$ cat src/rtl/lcd_sequencer.sv
// lcd_sequencer
//    HD44780-compatible write-only sequencer for an 8-bit LCD bus. After reset it
//    waits for the panel to power up, sends the fixed init sequence, then accepts
//    single command/data bytes over a ready/request handshake. Every lcd_en pulse
//    is framed by a one-cycle setup, a fixed high width and an execution hold.
//
// Ports
//    clk        : board clock (single domain)
//    rst        : asynchronous, active-high reset
//    wr_req     : write request, sampled on the rising edge of clk
//    wr_rs      : 0 = command, 1 = character data
//    wr_data    : byte to write
//    ready      : sequencer idle; a write presented now is accepted this edge
//    init_done  : power-on init finished (sticky until reset)
//    lcd_data   : LCD DB7..DB0
//    lcd_rs     : LCD register select
//    lcd_en     : LCD enable strobe
module lcd_sequencer #(
   parameter int PWR_CYC = 750000,
   parameter int EN_CYC  = 25,
   parameter int CMD_CYC = 2500,
   parameter int CLR_CYC = 82000
) (
   input  logic       clk,
   input  logic       rst,
   input  logic       wr_req,
   input  logic       wr_rs,
   input  logic [7:0] wr_data,
   output logic       ready,
   output logic       init_done,
   output logic [7:0] lcd_data,
   output logic       lcd_rs,
   output logic       lcd_en
);

   localparam int MAX_CYC = (PWR_CYC > CLR_CYC) ? PWR_CYC : CLR_CYC;
   localparam int CW      = $clog2(MAX_CYC) + 1;

   // Counter reload values: a phase of N cycles loads N-1 and ends at zero.
   localparam logic [CW-1:0] PWR_LOAD = CW'(PWR_CYC - 1);
   localparam logic [CW-1:0] EN_LOAD  = CW'(EN_CYC - 1);
   localparam logic [CW-1:0] CMD_LOAD = CW'(CMD_CYC - 1);
   localparam logic [CW-1:0] CLR_LOAD = CW'(CLR_CYC - 1);

   localparam logic [2:0] ROM_LAST = 3'd5;

   typedef enum logic [2:0] {
      S_PWR_WAIT,
      S_SETUP,
      S_PULSE,
      S_HOLD,
      S_IDLE
   } state_t;

   state_t        state_q, state_d;
   logic [CW-1:0] cnt_q, cnt_d;
   logic [2:0]    rom_idx_q, rom_idx_d;
   logic          ready_q, ready_d;
   logic          init_done_q, init_done_d;
   logic          lcd_en_q, lcd_en_d;
   logic [7:0]    lcd_data_q, lcd_data_d;
   logic          lcd_rs_q, lcd_rs_d;
   logic          is_clear;

   function automatic logic [7:0] rom_byte(input logic [2:0] idx);
      case (idx)
         3'd0, 3'd1, 3'd2: rom_byte = 8'h38;   // function set: 8-bit, 2 lines
         3'd3:             rom_byte = 8'h0C;   // display on, cursor off
         3'd4:             rom_byte = 8'h01;   // clear display
         3'd5:             rom_byte = 8'h06;   // entry mode: increment
         default:          rom_byte = 8'h00;
      endcase
   endfunction

   // Clear-display (0x01) and return-home (0x02/0x03) need the long execution time.
   assign is_clear = !lcd_rs_q && (lcd_data_q[7:2] == 6'd0) && (lcd_data_q[1:0] != 2'd0);

   always_comb begin
      state_d     = state_q;
      cnt_d       = cnt_q;
      rom_idx_d   = rom_idx_q;
      lcd_data_d  = lcd_data_q;
      lcd_rs_d    = lcd_rs_q;

      case (state_q)
         S_PWR_WAIT: begin
            if (cnt_q == '0) begin
               state_d    = S_SETUP;
               rom_idx_d  = 3'd0;
               lcd_data_d = rom_byte(3'd0);
               lcd_rs_d   = 1'b0;
            end else begin
               cnt_d = cnt_q - CW'(1);
            end
         end
         S_SETUP: begin
            state_d = S_PULSE;
            cnt_d   = EN_LOAD;
         end
         S_PULSE: begin
            if (cnt_q == '0) begin
               state_d = S_HOLD;
               cnt_d   = is_clear ? CLR_LOAD : CMD_LOAD;
            end else begin
               cnt_d = cnt_q - CW'(1);
            end
         end
         S_HOLD: begin
            if (cnt_q == '0) begin
               // During init keep walking the ROM; otherwise return to idle.
               if (!init_done_q && (rom_idx_q != ROM_LAST)) begin
                  state_d    = S_SETUP;
                  rom_idx_d  = rom_idx_q + 3'd1;
                  lcd_data_d = rom_byte(rom_idx_q + 3'd1);
                  lcd_rs_d   = 1'b0;
               end else begin
                  state_d = S_IDLE;
               end
            end else begin
               cnt_d = cnt_q - CW'(1);
            end
         end
         S_IDLE: begin
            if (wr_req) begin
               state_d    = S_SETUP;
               lcd_data_d = wr_data;
               lcd_rs_d   = wr_rs;
            end
         end
         default: begin
            state_d = S_PWR_WAIT;
            cnt_d   = PWR_LOAD;
         end
      endcase

      // Outputs are decoded from the next state so each register lines up with its state.
      ready_d     = (state_d == S_IDLE);
      lcd_en_d    = (state_d == S_PULSE);
      init_done_d = init_done_q | (state_d == S_IDLE);
   end

   always_ff @(posedge clk or posedge rst) begin
      if (rst) begin
         state_q     <= S_PWR_WAIT;
         cnt_q       <= PWR_LOAD;
         rom_idx_q   <= 3'd0;
         ready_q     <= 1'b0;
         init_done_q <= 1'b0;
         lcd_en_q    <= 1'b0;
         lcd_data_q  <= 8'h00;
         lcd_rs_q    <= 1'b0;
      end else begin
         state_q     <= state_d;
         cnt_q       <= cnt_d;
         rom_idx_q   <= rom_idx_d;
         ready_q     <= ready_d;
         init_done_q <= init_done_d;
         lcd_en_q    <= lcd_en_d;
         lcd_data_q  <= lcd_data_d;
         lcd_rs_q    <= lcd_rs_d;
      end
   end

   assign ready     = ready_q;
   assign init_done = init_done_q;
   assign lcd_en    = lcd_en_q;
   assign lcd_data  = lcd_data_q;
   assign lcd_rs    = lcd_rs_q;

endmodule

$ cat config.mk
export PLATFORM = sky130hd
export DESIGN_NAME = lcd_sequencer
export DESIGN_NICKNAME = d
export VERILOG_FILES = /design/src/rtl/lcd_sequencer.sv
export SDC_FILE = /design/constraint.sdc
export NUM_CORES = 1
export LEC_CHECK = 0
export ABC_AREA = 1
export CELL_PAD_IN_SITES_DETAIL_PLACEMENT = 0
export CELL_PAD_IN_SITES_GLOBAL_PLACEMENT = 1
export CORE_UTILIZATION = 41
export CTS_CLUSTER_DIAMETER = 80
export DETAILED_ROUTE_END_ITERATION = 7
export PLACE_DENSITY = 0.87
export SETUP_SLACK_MARGIN = 0.3
export SLEW_MARGIN = 20
export SYNTH_ARGS = -nofsm -noshare
export SYNTH_HDL_FRONTEND = slang
export SYNTH_SLANG_ARGS = --single-unit
export TNS_END_PERCENT = 30
$ cat constraint.sdc
create_clock -name clk -period 1.8 [get_ports clk]
set_input_delay 0.36 -clock clk [delete_from_list [all_inputs] [get_ports clk]]
set_output_delay 0.36 -clock clk [all_outputs]
set_load 0.1 [all_outputs]
==> impl_metrics.yaml <==
clock_network:
  insertion_delay_ns: 0.29
  clkTransAtPathRegs_ns: 0.08
  cts_sinks: 39
  cts-root-buf: "clkbuf_8"
  clockBufferDepth: 2
  cts_tree: "done"
  cts.htree.levels: 2
  cts_buffers: 5
global_route:
  gr-total-overflow: 0
  antenna_found_initial: 0
  grt_pass1_wl_um: 12300
  grt_usage_pct: 22.4
  grt_max_degree: 40
  first_global_vias: 2689
power:
  power_frac_comb_pct: 3.2
  seqPwrFrac_pct: 57.5
  leakage_nw: 1.73
  p_clk_share_pct: 39.3
  powerDensity_nw_per_um2: 378
  power_mw: 1.52
  vdd_drop_max_v: 0.000318
  power_switching_uw: 351
  internal_power_mw: 1.17
  netSwitchingFraction_pct: 23.0
sta:
  rsz0062_at_grt: "true"
  min_period_ns: 1.63
  fin_crit_sh_pct: 90.6
  max_freq_ghz: 0.613
  worst_clock_skew_ns: 0.00288
  report.final.slew_viol_count: 0
  finalSetupTns_ns: 0
  setup_viol: 0
  final-hold-violation-count: 0
  slew_headroom_pct: 69.0
  worst_pin_slew_ns: 0.463
setup_path:
  path_max_fanout: 5
  critPathKind: "reg -> reg"
  rr_startpoint: "cnt_q[0]"
  cp_slowest_stage_delay_ns: 0.56
  worstSetupEndpointType: "flip-flop"
  critPathArrivalTime_ns: 1.81
  slowest_stage: "dfstp_2"
  rr_endpoint: "init_done"
  cp-start-kind: "flip-flop"
  r2r_cells: 8
  r2r_slack_ns: 0.17
  worstPathRequired_ns: 1.98
  path_cells: "inv_4 > ha_4 > nand2_4 > nor2_4 > nand3_4 > buf_8 > o21ai_4 > or2_2"
finish:
  diodes: 0
  nets: 452
  fin_util_pct: 63.5
  stdcell_count: 509
  drive_above_1_share_pct: 46.8
  syn_to_final_growth_pct: 49.6
  fill_cells: 526
yosys:
  synth-edff-count: 0
  synth_cells: 353
  yosysWarnings: 0
  ys_async_sr_fraction_pct: 100
  synth_ff_type: "dfrtp_1"
  syn_avg_cell_area_um2: 7.63
  yosysTopAreaCellShare_pct: 24.2
  synth_common_cells: "nand2_1, nor2_1, inv_1"
  yosys-top-cells-area: "dfrtp_1, dfstp_2, nand2_1, nor2_1, inv_1"
  synth_cell_types: 38
  synth_seq_cells: 39
  yosysMostFrequentCell: "nand2_1"
  synth_fp_nets: 374
  synth_top_cell_by_area: "dfrtp_1"
  synth-seq-area-share_pct: 36.8
  netlist_area_um2: 2690
routing:
  dr.pass1.iters: 4
  wl_per_cell_um: 14.8
  drc: 0
  routed_wl_um: 7530
  via_count: 2611
  drtIter0Drc: 145
  viasPerCell: 5.13
  detail-route-antenna-nets: 0
floorplanning:
  fp.dieArea_um2: 6900
  core_um2: 6350
  die_w_um: 83.1
  ios: 24
  fp-row-count: 29
  start_util_pct: 42.4
  die_h_um: 83.1
place:
  dpl.hpwl_um: 4820
  gp_congestion: 0.877
  io_buffers: 23
  post-place-cells: 456
hold_path:
  min_path_type: "in -> async"
status:
  status: "complete, no violations"
flow_run:
  max_cap_violations: 0
## critical path: cells and delay by family, from the launching register on
family,cells,cell delay [ns]
adders and majority gates,1,0.17
DFF,1,0.56
and+or+nand+nor,4,0.51
AOI/OAI and AO/OA,1,0.06
buffers and inverters,2,0.21
## area by class of cell
type	instances	area, um2	area share, %
tap	77	96.3	2.39
sequential	39	1010	25.1
clock inverter	2	12.5	0.310
inverter	39	159	3.94
multi-input combinational	271	1880	46.7
clock buffer	6	72.6	1.80
timing repair buffer	75	797	19.8
## logic make-up after synthesis
kind of cell / count (synthesis) / synth area share, %
compound gates: 59 / 13.9
flops: 39 / 36.8
simple gates: 192 / 34.6
xor+xnor: 10 / 3.25
fa+ha+maj: 9 / 4.18
buf+inv: 44 / 7.25
## power by group through the flow
stage          registers (mW)  clock network, mW  logic [mW]
6_report                0.877              0.599      0.0484
5_1_grt                 0.877              0.645      0.0540
4_1_cts                 0.877              0.617      0.0498
3_5_place_dp            0.893                  0      0.0487
3_3_place_gp            0.893                  0      0.0486
2_1_floorplan           0.893                  0      0.0127
## cells in the final DEF (no fill, tap or decap), types with 4 or more instances in the layout
cell	Yosys	final
nand2_1	86	74
buf_4	0	47
nor2_1	49	36
inv_1	33	27
nor2_4	5	22
o21ai_1	16	17
dfrtp_1	26	14
buf_12	0	14
dfstp_2	13	13
nand2_2	7	12
nand3_1	15	12
dfrtp_2	0	11
clkdlybuf4s50_1	0	11
o21ai_2	10	10
inv_2	6	8
nand2_4	3	8
o21ai_0	11	7
xnor2_1	7	7
nor2_2	10	6
a21oi_2	0	6
a21oi_1	12	5
clkbuf_8	0	5
nand3_2	2	4
o21ai_4	1	4
ha_1	9	4
## stage by stage
stage	setup slack, ns	hold slack, ns	area (um2)
after global placement	0.0627	0.499	3220
after CTS	0.224	0.415	3780
after floorplan	0.292	0.469	2750
after global routing	0.116	0.456	4030
final	0.169	0.413	4030
after detailed placement	0.0784	0.496	3220
## state kept, by name (all words and copies together), names as in the netlist
register	flops
lcd_en	1
cnt_q	21
ready	1
rom_idx_q	3
init_done	1
lcd_data	8
lcd_rs	1
state_q	3
## worst max-delay path by stage
stage,from,end,slack [ns],cells after the start
final,cnt_q[0],init_done,0.17,8
after detailed placement,cnt_q[12],lcd_data[2],0.08,7
after CTS,cnt_q[0],cnt_q[15],0.22,10
after global routing,cnt_q[18],cnt_q[4],0.12,11
after floorplan,cnt_q[0],cnt_q[15],0.29,11
after global placement,cnt_q[14],cnt_q[18],0.06,8
## routing by layer
layer | up-vias | routed length, um | track usage, % | part of all wire [%]
met3 | 15 | 361 | 4.47 | 4.8
met1 | 1241 | 3140 | 27.3 | 42
li1 | 1293 | - | - | -
met2 | 62 | 3880 | 38.1 | 52
met5 | - | 0 | 0 | 0
met4 | 0 | 148 | 10.2 | 2.0
## what timing repair did
| action | 4_1_cts | 5_1_grt |
|---|---|---|
| resized for setup | 58 | 34 |
| hold endpoints to repair | 0 | 0 |
| buffers inserted | 28 | 15 |
| setup endpoints to repair | 37 | 37 |
| pin swaps | 23 | 24 |
| hold buffers | 0 | 0 |
| gates cloned | 2 | 0 |
(Power assumes the default switching activity.)
